==> src/rtl/approx_mult_pkg.sv <==
`default_nettype none
// ============================================================================
// Module   : approx_mult_pkg
// Purpose  : Shared defaults and width helpers for the pipelined approximate
//            multiplier and its carry-free merge adder.
// Contents : c_def_width, c_def_approx_cols, c_cnt_width,
//            half_width(), prod_width()
// Revision : 1.0 - initial parametrised pipelined release
// ============================================================================
package approx_mult_pkg;

    // Default operand width and number of carry-free result columns.
    localparam int unsigned c_def_width       = 8;
    localparam int unsigned c_def_approx_cols = 6;

    // Width of the optional error-statistics counters.
    localparam int unsigned c_cnt_width = 32;

    // Split point of the multiplier operand b into two half layers.
    function automatic int unsigned half_width(input int unsigned width);
        return width / 2;
    endfunction

    // Full product width for a width x width multiply.
    function automatic int unsigned prod_width(input int unsigned width);
        return 2 * width;
    endfunction

endpackage
`default_nettype wire

==> src/rtl/approx_mult_pipe_if.sv <==
`default_nettype none
// ============================================================================
// Module   : approx_mult_pipe_if
// Purpose  : Operand / result handshake bundle of approx_mult_pipe.
// Signals  : in_valid/in_ready/in_a/in_b/in_approx   operand beat
//            out_valid/out_ready/out_p/out_approx    result beat
// Modports : master - producer/consumer side (drives operands, out_ready)
//            slave  - multiplier side (drives in_ready and results)
// Revision : 1.0 - initial parametrised pipelined release
// ============================================================================
interface approx_mult_pipe_if #(
    parameter int unsigned WIDTH = approx_mult_pkg::c_def_width
) ();

    logic                 in_valid;
    logic                 in_ready;
    logic [WIDTH-1:0]     in_a;
    logic [WIDTH-1:0]     in_b;
    logic                 in_approx;
    logic                 out_valid;
    logic                 out_ready;
    logic [2*WIDTH-1:0]   out_p;
    logic                 out_approx;

    modport master (
        output in_valid, in_a, in_b, in_approx, out_ready,
        input  in_ready, out_valid, out_p, out_approx
    );

    modport slave (
        input  in_valid, in_a, in_b, in_approx, out_ready,
        output in_ready, out_valid, out_p, out_approx
    );

endinterface
`default_nettype wire

==> src/rtl/approx_merge.sv <==
`default_nettype none
// ============================================================================
// Module   : approx_merge
// Purpose  : Combinational merge of two partial-product layers. In exact mode
//            the result is i_x + i_y. In approximate mode the low APPROX_COLS
//            columns are ORed (no carry generated) and the upper columns are
//            added on their own, truncated to the product width.
// Ports    : i_x, i_y  [2*WIDTH-1:0]  partial-product layers
//            i_approx                 1 = approximate merge
//            o_p       [2*WIDTH-1:0]  merged result
// Revision : 1.0 - initial parametrised pipelined release
// ============================================================================
module approx_merge #(
    parameter int unsigned WIDTH       = approx_mult_pkg::c_def_width,
    parameter int unsigned APPROX_COLS = approx_mult_pkg::c_def_approx_cols
) (
    input  wire logic [2*WIDTH-1:0] i_x,
    input  wire logic [2*WIDTH-1:0] i_y,
    input  wire logic               i_approx,
    output logic      [2*WIDTH-1:0] o_p
);
    import approx_mult_pkg::*;

    localparam int unsigned c_pw = prod_width(WIDTH);
    localparam int unsigned c_k  = APPROX_COLS;

    logic [c_pw-1:0] w_exact;
    assign w_exact = i_x + i_y;

    generate
        if (c_k == 0) begin : g_exact_only
            // No carry-free columns: the mode bit has no effect.
            logic w_unused_approx;
            assign w_unused_approx = i_approx;
            assign o_p = w_exact;
        end else if (c_k >= c_pw) begin : g_full_or
            assign o_p = i_approx ? (i_x | i_y) : w_exact;
        end else begin : g_split
            logic [c_k-1:0]      w_lo;
            logic [c_pw-c_k-1:0] w_hi;
            // Low columns never produce a carry into the upper adder.
            assign w_lo = i_x[c_k-1:0] | i_y[c_k-1:0];
            assign w_hi = i_x[c_pw-1:c_k] + i_y[c_pw-1:c_k];
            assign o_p  = i_approx ? {w_hi, w_lo} : w_exact;
        end
    endgenerate

endmodule
`default_nettype wire

==> src/rtl/approx_mult_pipe.sv <==
`default_nettype none
// ============================================================================
// Module   : approx_mult_pipe
// Purpose  : Three-stage pipelined unsigned WIDTH x WIDTH multiplier with a
//            per-beat exact/approximate merge of its two half layers.
//              S1: operands and mode
//              S2: X = a*b_lo, Y = (a*b_hi) << WIDTH/2, mode
//              S3: merged product P (drives out_p / out_approx)
//            The whole pipe advances when the output register is empty or
//            being consumed; otherwise every stage holds.
// Ports    : clk, rst_n (synchronous, active low)
//            bus  approx_mult_pipe_if.slave operand/result handshakes
//            err_cnt, tot_cnt, max_err  (only with APPROX_MULT_ERR_STAT_EN)
// Options  : `define APPROX_MULT_ERR_STAT_EN adds result error statistics.
// Revision : 1.0 - initial parametrised pipelined release
// ============================================================================
module approx_mult_pipe #(
    parameter int unsigned WIDTH       = approx_mult_pkg::c_def_width,
    parameter int unsigned APPROX_COLS = approx_mult_pkg::c_def_approx_cols
) (
    input  wire logic             clk,
    input  wire logic             rst_n,
    approx_mult_pipe_if.slave     bus
`ifdef APPROX_MULT_ERR_STAT_EN
    ,
    output logic [approx_mult_pkg::c_cnt_width-1:0] err_cnt,
    output logic [approx_mult_pkg::c_cnt_width-1:0] tot_cnt,
    output logic [2*WIDTH-1:0]                      max_err
`endif
);
    import approx_mult_pkg::*;

    localparam int unsigned c_h  = half_width(WIDTH);
    localparam int unsigned c_pw = prod_width(WIDTH);

    // ------------------------------------------------------------------
    // Pipeline control
    // ------------------------------------------------------------------
    logic w_advance;

    logic r_s1_valid;
    logic r_s2_valid;
    logic r_s3_valid;

    // The output register frees up when empty or consumed this cycle; since
    // all stages move together that is the only condition for advancing.
    assign w_advance    = !r_s3_valid || bus.out_ready;
    assign bus.in_ready = w_advance;

    // ------------------------------------------------------------------
    // Datapath registers
    // ------------------------------------------------------------------
    logic [WIDTH-1:0] r_s1_a;
    logic [WIDTH-1:0] r_s1_b;
    logic             r_s1_approx;

    logic [c_pw-1:0]  r_s2_x;
    logic [c_pw-1:0]  r_s2_y;
    logic             r_s2_approx;

    logic [c_pw-1:0]  r_s3_p;
    logic             r_s3_approx;

    logic [c_pw-1:0]  w_x;
    logic [c_pw-1:0]  w_y;
    logic [c_pw-1:0]  w_merge_p;

    // Both layers are widened before multiplying so no bits are lost; Y is
    // bounded by 2^(WIDTH+H) before the shift, so it always fits c_pw bits.
    assign w_x = c_pw'(r_s1_a) * c_pw'(r_s1_b[c_h-1:0]);
    assign w_y = (c_pw'(r_s1_a) * c_pw'(r_s1_b[WIDTH-1:c_h])) << c_h;

    approx_merge #(
        .WIDTH       (WIDTH),
        .APPROX_COLS (APPROX_COLS)
    ) u_merge (
        .i_x      (r_s2_x),
        .i_y      (r_s2_y),
        .i_approx (r_s2_approx),
        .o_p      (w_merge_p)
    );

    // Valid bits and output-facing registers (reset).
    always_ff @(posedge clk) begin
        if (!rst_n) begin
            r_s1_valid  <= 1'b0;
            r_s2_valid  <= 1'b0;
            r_s3_valid  <= 1'b0;
            r_s3_p      <= '0;
            r_s3_approx <= 1'b0;
        end else if (w_advance) begin
            r_s1_valid <= bus.in_valid;
            r_s2_valid <= r_s1_valid;
            r_s3_valid <= r_s2_valid;
            // Keep the last result on the outputs when a bubble arrives.
            if (r_s2_valid) begin
                r_s3_p      <= w_merge_p;
                r_s3_approx <= r_s2_approx;
            end
        end
    end

    // Internal data stages carry no reset; their contents are qualified
    // by the stage valid bits.
    always_ff @(posedge clk) begin
        if (w_advance) begin
            r_s1_a      <= bus.in_a;
            r_s1_b      <= bus.in_b;
            r_s1_approx <= bus.in_approx;
            r_s2_x      <= w_x;
            r_s2_y      <= w_y;
            r_s2_approx <= r_s1_approx;
        end
    end

    assign bus.out_valid  = r_s3_valid;
    assign bus.out_p      = r_s3_p;
    assign bus.out_approx = r_s3_approx;

`ifdef APPROX_MULT_ERR_STAT_EN
    // ------------------------------------------------------------------
    // Error statistics: the exact sum travels alongside the datapath.
    // ------------------------------------------------------------------
    logic [c_pw-1:0]        r_s2_exact;
    logic [c_pw-1:0]        r_s3_exact;
    logic [c_cnt_width-1:0] r_err_cnt;
    logic [c_cnt_width-1:0] r_tot_cnt;
    logic [c_pw-1:0]        r_max_err;
    logic                   w_out_hs;
    logic [c_pw-1:0]        w_err;

    always_ff @(posedge clk) begin
        if (w_advance) begin
            r_s2_exact <= w_x + w_y;
            if (r_s2_valid) begin
                r_s3_exact <= r_s2_exact;
            end
        end
    end

    assign w_out_hs = r_s3_valid && bus.out_ready;
    // The carry-free merge can only drop value, so this never wraps.
    assign w_err    = r_s3_exact - r_s3_p;

    always_ff @(posedge clk) begin
        if (!rst_n) begin
            r_err_cnt <= '0;
            r_tot_cnt <= '0;
            r_max_err <= '0;
        end else if (w_out_hs) begin
            if (r_tot_cnt != '1) begin
                r_tot_cnt <= r_tot_cnt + 1'b1;
            end
            if (r_s3_approx && (r_s3_p != r_s3_exact)) begin
                if (r_err_cnt != '1) begin
                    r_err_cnt <= r_err_cnt + 1'b1;
                end
                if (w_err > r_max_err) begin
                    r_max_err <= w_err;
                end
            end
        end
    end

    assign err_cnt = r_err_cnt;
    assign tot_cnt = r_tot_cnt;
    assign max_err = r_max_err;
`endif

endmodule
`default_nettype wire

==> src/flat_wrapper.sv <==
// flat-port wrapper written by rule: the top's interface ports become plain ports
module approx_mult_pipe_flat import approx_mult_pkg::*;
#(
    parameter int unsigned WIDTH       = approx_mult_pkg::c_def_width,
    parameter int unsigned APPROX_COLS = approx_mult_pkg::c_def_approx_cols
)
  (clk, rst_n, bus_in_valid, bus_in_a, bus_in_b, bus_in_approx, bus_out_ready, bus_in_ready, bus_out_valid, bus_out_p, bus_out_approx);
  approx_mult_pipe_if #(.WIDTH(WIDTH)) bus_i ();
  input  wire logic clk;
  input  wire logic rst_n;
  input wire logic [$bits(bus_i.in_valid)-1:0] bus_in_valid;
  input wire logic [$bits(bus_i.in_a)-1:0] bus_in_a;
  input wire logic [$bits(bus_i.in_b)-1:0] bus_in_b;
  input wire logic [$bits(bus_i.in_approx)-1:0] bus_in_approx;
  input wire logic [$bits(bus_i.out_ready)-1:0] bus_out_ready;
  output wire logic [$bits(bus_i.in_ready)-1:0] bus_in_ready;
  output wire logic [$bits(bus_i.out_valid)-1:0] bus_out_valid;
  output wire logic [$bits(bus_i.out_p)-1:0] bus_out_p;
  output wire logic [$bits(bus_i.out_approx)-1:0] bus_out_approx;
  assign bus_i.in_valid = bus_in_valid;
  assign bus_i.in_a = bus_in_a;
  assign bus_i.in_b = bus_in_b;
  assign bus_i.in_approx = bus_in_approx;
  assign bus_i.out_ready = bus_out_ready;
  assign bus_in_ready = bus_i.in_ready;
  assign bus_out_valid = bus_i.out_valid;
  assign bus_out_p = bus_i.out_p;
  assign bus_out_approx = bus_i.out_approx;
  approx_mult_pipe #(.WIDTH(WIDTH), .APPROX_COLS(APPROX_COLS)) u_core (.clk(clk), .rst_n(rst_n), .bus(bus_i));
endmodule
==> config.mk <==
export PLATFORM = sky130hd
export DESIGN_NAME = approx_mult_pipe_flat
export DESIGN_NICKNAME = d
export VERILOG_FILES = /design/src/rtl/approx_mult_pkg.sv /design/src/rtl/approx_mult_pipe_if.sv /design/src/rtl/approx_merge.sv /design/src/rtl/approx_mult_pipe.sv /design/src/flat_wrapper.sv
export SDC_FILE = /design/constraint.sdc
export NUM_CORES = 1
export LEC_CHECK = 0
export ABC_AREA = 1
export CORE_ASPECT_RATIO = 1.75
export CORE_MARGIN = 2
export CORE_UTILIZATION = 45
export CTS_CLUSTER_DIAMETER = 200
export CTS_CLUSTER_SIZE = 28
export DETAILED_ROUTE_END_ITERATION = 10
export PLACE_DENSITY = 0.67
export SYNTH_ARGS = -nofsm -noshare
export SYNTH_HDL_FRONTEND = slang
export SYNTH_SLANG_ARGS = --single-unit
==> constraint.sdc <==
create_clock -name clk -period 3.2 [get_ports clk]
set_input_delay 0.48 -clock clk [delete_from_list [all_inputs] [get_ports clk]]
set_output_delay 0.48 -clock clk [all_outputs]
set_load 0.02 [all_outputs]
# After elaboration in Yosys (flattened, before gate mapping)
# Cells that the tools add are included.
# W data, S select, Z words.
# op_classes
eq_ne	0
div_mod_pow	0
n_addsub	2
n_mux	1
multipliers	2
n_lt_le_gt_ge	0
bitwise	1
reduce_logical	3
shift	0
# ops
operator	n
$mul A8 B4 Y12	2
$add A12 B16 Y16	1
$mux W16	1
$add A6 B10 Y10	1
$or A6 B6 Y6	1
$reduce_and A2 Y1	1
$logic_not A1 Y1	1
$logic_or A1 B1 Y1	1
# totals
out_inout_bits	19
memories	0
wordCells	20
ram_bits	0
mem_bits_ro	0
reg_bits	62
input_bits	21
latchBits	0

# Depth between registers and ports, before layout
# depth
ltp_word	3
ltp_mapped	15
mapped_depth_nobuf	14

# Hierarchy
# A second synthesis with hierarchy kept.
# hier_totals
hier_cells	711
area_unflattened_um2	5331.4
# modules_own_cells
mod	instances	seq_area_each_um2	cells_each	area_each_um2
approx_mult_pipe	1	1661.6	485	4087.7
approx_merge	1	0.0	226	1243.7

# Least setup slack after synthesis
# Ideal clock, no wire load.
# synth_timing
path_type	reg-to-reg
startpoint	reg u_core.r_s1_b[7]
endpoint	reg u_core.r_s2_y[12] (data pin)
path_slack_ns	0.135
synth_period_minus_slack_ns	3.065
t_arrival_ns	2.807
path_stages_with_launch	13
n_path_buf	1
setup_ns	0.258
required_time_ns	2.942
path_cell_list	edfxtp_1 > clkbuf_1 > nand2_1 > fa_1 > inv_1 > fa_1 > inv_1 > fa_1 > o21ai_1 > a21oi_1 > nor2_1 > nor2_1 > xnor2_1
# synth_via
elab_chain_cells	1
# synth_lines
item	line	text
from (decl)	approx_mult_pipe.sv:54	logic [WIDTH-1:0] r_s1_b;
from (signal assigned)	approx_mult_pipe.sv:108	r_s1_b <= bus.in_b;
$mul A8 B4 Y12	approx_mult_pipe.sv:71	assign w_y = (c_pw'(r_s1_a) * c_pw'(r_s1_b[WIDTH-1:c_h])) << c_h;
via u_core.w_y[12]	approx_mult_pipe.sv:65	logic [c_pw-1:0] w_y;
to (signal assigned)	approx_mult_pipe.sv:111	r_s2_y <= w_y;
to (decl)	approx_mult_pipe.sv:58	logic [c_pw-1:0] r_s2_y;
# The timed path passes the listed nets, and every way through them passes these cells.
# A chain may end at the register's enable or synchronous reset.

# Final worst setup path
# layout_timing
startpoint	reg u_core.r_s1_a[3]
endpoint	reg u_core.r_s2_x[11] (data pin)
# layout_via
elab_chain_cells	1
# layout_lines
item	line	text
from (decl)	approx_mult_pipe.sv:53	logic [WIDTH-1:0] r_s1_a;
from (signal assigned)	approx_mult_pipe.sv:107	r_s1_a <= bus.in_a;
$mul A8 B4 Y12	approx_mult_pipe.sv:70	assign w_x = c_pw'(r_s1_a) * c_pw'(r_s1_b[c_h-1:0]);
via u_core.w_x[11]	approx_mult_pipe.sv:64	logic [c_pw-1:0] w_x;
to (signal assigned)	approx_mult_pipe.sv:110	r_s2_x <= w_x;
to (decl)	approx_mult_pipe.sv:57	logic [c_pw-1:0] r_s2_x;
# The timed path passes the listed nets, and every way through them passes these cells.

==> impl_metrics.csv <==
group,metric,value,unit
outcome,status,"finished, final reports clean",
worst_setup_path,max_stage_delay,550,ps
cts,cts_buffers,9,
synthesis,synth_area_per_cell,8.10,µm²
timing,hold_viol,0,
cts,hold_buffers,0,
synthesis,yosys.area_share.xor_xnor,3.19,%
route,vias_per_cell,4.89,
global_route,grt_use_total,18.5,%
timing,rsz0062_at_grt,"yes",
route,drc,0,
worst_setup_path,reg2reg_from,"u_core.r_s1_a[3]",
synthesis,postSynthCellCount,577,
global_route,grt_pass1_vias,3720,
synthesis,ys.warnings.count,0,
timing,tns,0,ps
worst_setup_path,startpoint_type,"flop",
synthesis,synth_top_family_by_area,"adder cells",
cells_and_area,drive_gt1_share,11.8,%
cts,cts_max_level,3,
worst_setup_path,path_cells,"buf_4, nand2_1, inv_1, fa_1, inv_2, fa_1, inv_2, ha_4, a21oi_1, nand2_2, nand4_1, a21oi_2, nor2_1, nand2_1, nand2_1",
timing,setup_violations,0,
route,wire_per_inst,12.9,µm
pwr,irDropWorstVdd,328,µV
cells_and_area,final_cells,755,
worst_setup_path,critPathLaunch,"u_core.r_s1_a[3]",
global_route,overflow,0,
synthesis,synth_seq_cells,62,
cts,clk_pin_slew,50,ps
global_route,grt_max_degree,45,
placement,place_worst_setup_slack,-16.6,ps
run,drv_cap,0,
worst_setup_path,crit_required,3280,ps
route,routed_wl,9700,µm
cts,root_buffer,"clkbuf_16",
worst_setup_path,arrival,3150,ps
timing,timing.slew.headroom,63.2,%
worst_setup_path,end_kind,"flop",
floorplan,core.rowCount,49,
timing,skew,8.99,ps
timing,whs,418,ps
global_route,antenna_found_initial,0,
floorplan,ioPinCount,40,
synthesis,syn_area,0.00467,mm²
cells_and_area,area_growth,21.5,%
synthesis,synth.area.mux_share,0,%
route,vias,3692,
synthesis,synth_adder_area_share,22.4,%
timing,min_period,3070,ps
placement,place_congestion,0.882,
cells_and_area,n_antenna_cell,0,
worst_setup_path,crit_type,"flop to flop",
floorplan,initial_core_util,45.9,%
timing,worstMarginPinSlew,552,ps
cells_and_area,nets,712,
placement,dp.cells,727,
synthesis,yosysSeqAreaShare,35.5,%
timing,layout_setup_ws,132,ps
synthesis,synth_cell_type_count,31,
pwr,p_leak,2.97,nW
worst_setup_path,crit_top_cell,"nand2_1",
floorplan,die_height,139,µm
route,dr.first_iter.drc_count,80,
floorplan,dieArea,0.0113,mm²
placement,place_area,0.00517,mm²
placement,hpwlAfterDp,7230,µm
cells_and_area,stdcell_area,0.00568,mm²
cts,cts_buffer_depth,2,
timing,fmax,0.326,GHz
timing,fin_crit_sh,95.9,%
global_route,grt_first_pass_wirelength,16000,µm
route,final_antenna_net_count,0,
pwr,power_density,647,mW/mm²
synthesis,synth-compound-area-share,7.41,%
worst_setup_path,critPathMaxFanout,4,
hold_path,min_from,"u_core.r_s1_approx",
hold_path,holdCritPathClass,"flop to flop",
timing,slew_viol_final,0,
floorplan,die_x,81.0,µm
cts,cts.sinks,62,
cts,tritoncts,"built",
cts,clk_latency,330,ps
route,drtPass1Iterations,4,
placement,io_buffers,39,
worst_setup_path,cpMaxStageDelayCell,"fa_1",
synthesis,synth_nets,666,
synthesis,yosys.area_share.simple,19.4,%
floorplan,core,0.0102,mm²
==> worst paths after layout <==
kind	slack (ps)	to	cells past startpoint
worst max-delay path	130	u_core.r_s2_x[11]	15
worst min-delay path	420	u_core.r_s2_approx	0
worst max register to register	130	u_core.r_s2_x[11]	15
worst min register to register	420	u_core.r_s2_approx	0
==> registers in the layout, indices dropped and copies added, names as in the netlist, 8 cells and up <==
signal and cells:
u_core.bus.out_p 16, u_core.r_s1_a 8, u_core.r_s1_b 8, u_core.r_s2_x 12, u_core.r_s2_y 12
==> power breakdown <==
group	internal, mW	switching [mW]
registers	1.05	0.112
logic	0.677	0.963
clock network	0.521	0.348
==> Yosys cell counts, drive strengths merged <==
master  instances  area [µm²]
a211oi          1        7.51
a21o            3        22.5
a21oi          30         161
a221oi          1        8.76
buf             4        25.0
clkbuf         17        65.1
dfxtp          20         400
edfxtp         42        1260
fa             26         521
ha             42         526
inv           127         477
nand2         142         538
nand3          27         140
nand4           7        43.8
nor2           44         183
o211ai          1        7.51
o21a            1        7.51
o21ai          24         124
o21bai          1        7.51
xnor2           6        52.6
xor2           11        96.3
==> cells in the final DEF (no fill, tap or decap), types with 2 or more instances in the layout <==
cell / count
clkinv_2: 3
fa_2: 2
nand2_1: 137
nand3_1: 25
clkbuf_16: 9
xor2_1: 11
nor2_1: 38
ha_4: 7
fa_1: 24
dfxtp_1: 20
nor2_2: 5
inv_1: 120
ha_1: 35
o21ai_2: 3
nand3_2: 2
nand4_1: 7
clkdlybuf4s50_1: 39
a21o_1: 3
a21oi_2: 9
a21oi_1: 21
xnor2_1: 6
buf_4: 17
o21ai_0: 17
inv_2: 6
edfxtp_1: 42
inv_4: 2
nand2_2: 5
o21ai_1: 3
==> cells by family after synthesis <==
logic type	Yosys count
buf+inv	148
flops	62
xor+xnor	17
compound gates	62
fa+ha+maj	68
simple gates	220
==> timing repair <==
| item | CTS | global route |
|---|---|---|
| setup endpoints to repair | 2 | 10 |
| setup buffers | 4 | 8 |
| gates resized for setup | 1 | 30 |
| gates cloned | 0 | 0 |
| pin swaps | 0 | 11 |
==> stage by stage <==
| stage | power (mW) | util [%] |
|---|---|---|
| 4_1_cts | 3.56 | 53.7 |
| 6_report | 3.67 | 55.8 |
| 5_1_grt | 3.99 | 55.8 |
| 3_5_place_dp | 2.66 | 50.8 |
| 3_3_place_gp | 2.61 | 50.8 |
| 2_1_floorplan | 2.30 | - |
==> area by class of cell <==
type                    instances  area (µm²)
clock buffers                  10         229
multi-input cells             367        2600
flip-flops and latches         62        1660
repair buffers                 56         518
inverters                     127         477
clock inverters                 6        36.3
well taps                     127         159
fillers                       937        4500
==> layer usage <==
metal | vias up | global-route usage (%) | routed length [µm]
li1 | 1879 | - | -
met4 | 0 | 9.19 | 238
met1 | 1724 | 18.4 | 3430
met3 | 16 | 3.13 | 259
met5 | - | 0 | 0
met2 | 73 | 35.0 | 5780
==> worst max-delay path: cells and delay by family, from the launching register on <==
family / cells / cell delay (ps)
AOI/OAI and AO/OA: 2 / 270
DFF: 1 / 420
and+or+nand+nor: 6 / 470
buffers and inverters: 4 / 330
adders and majority gates: 3 / 1350
Power figures use the tool's default switching activity.
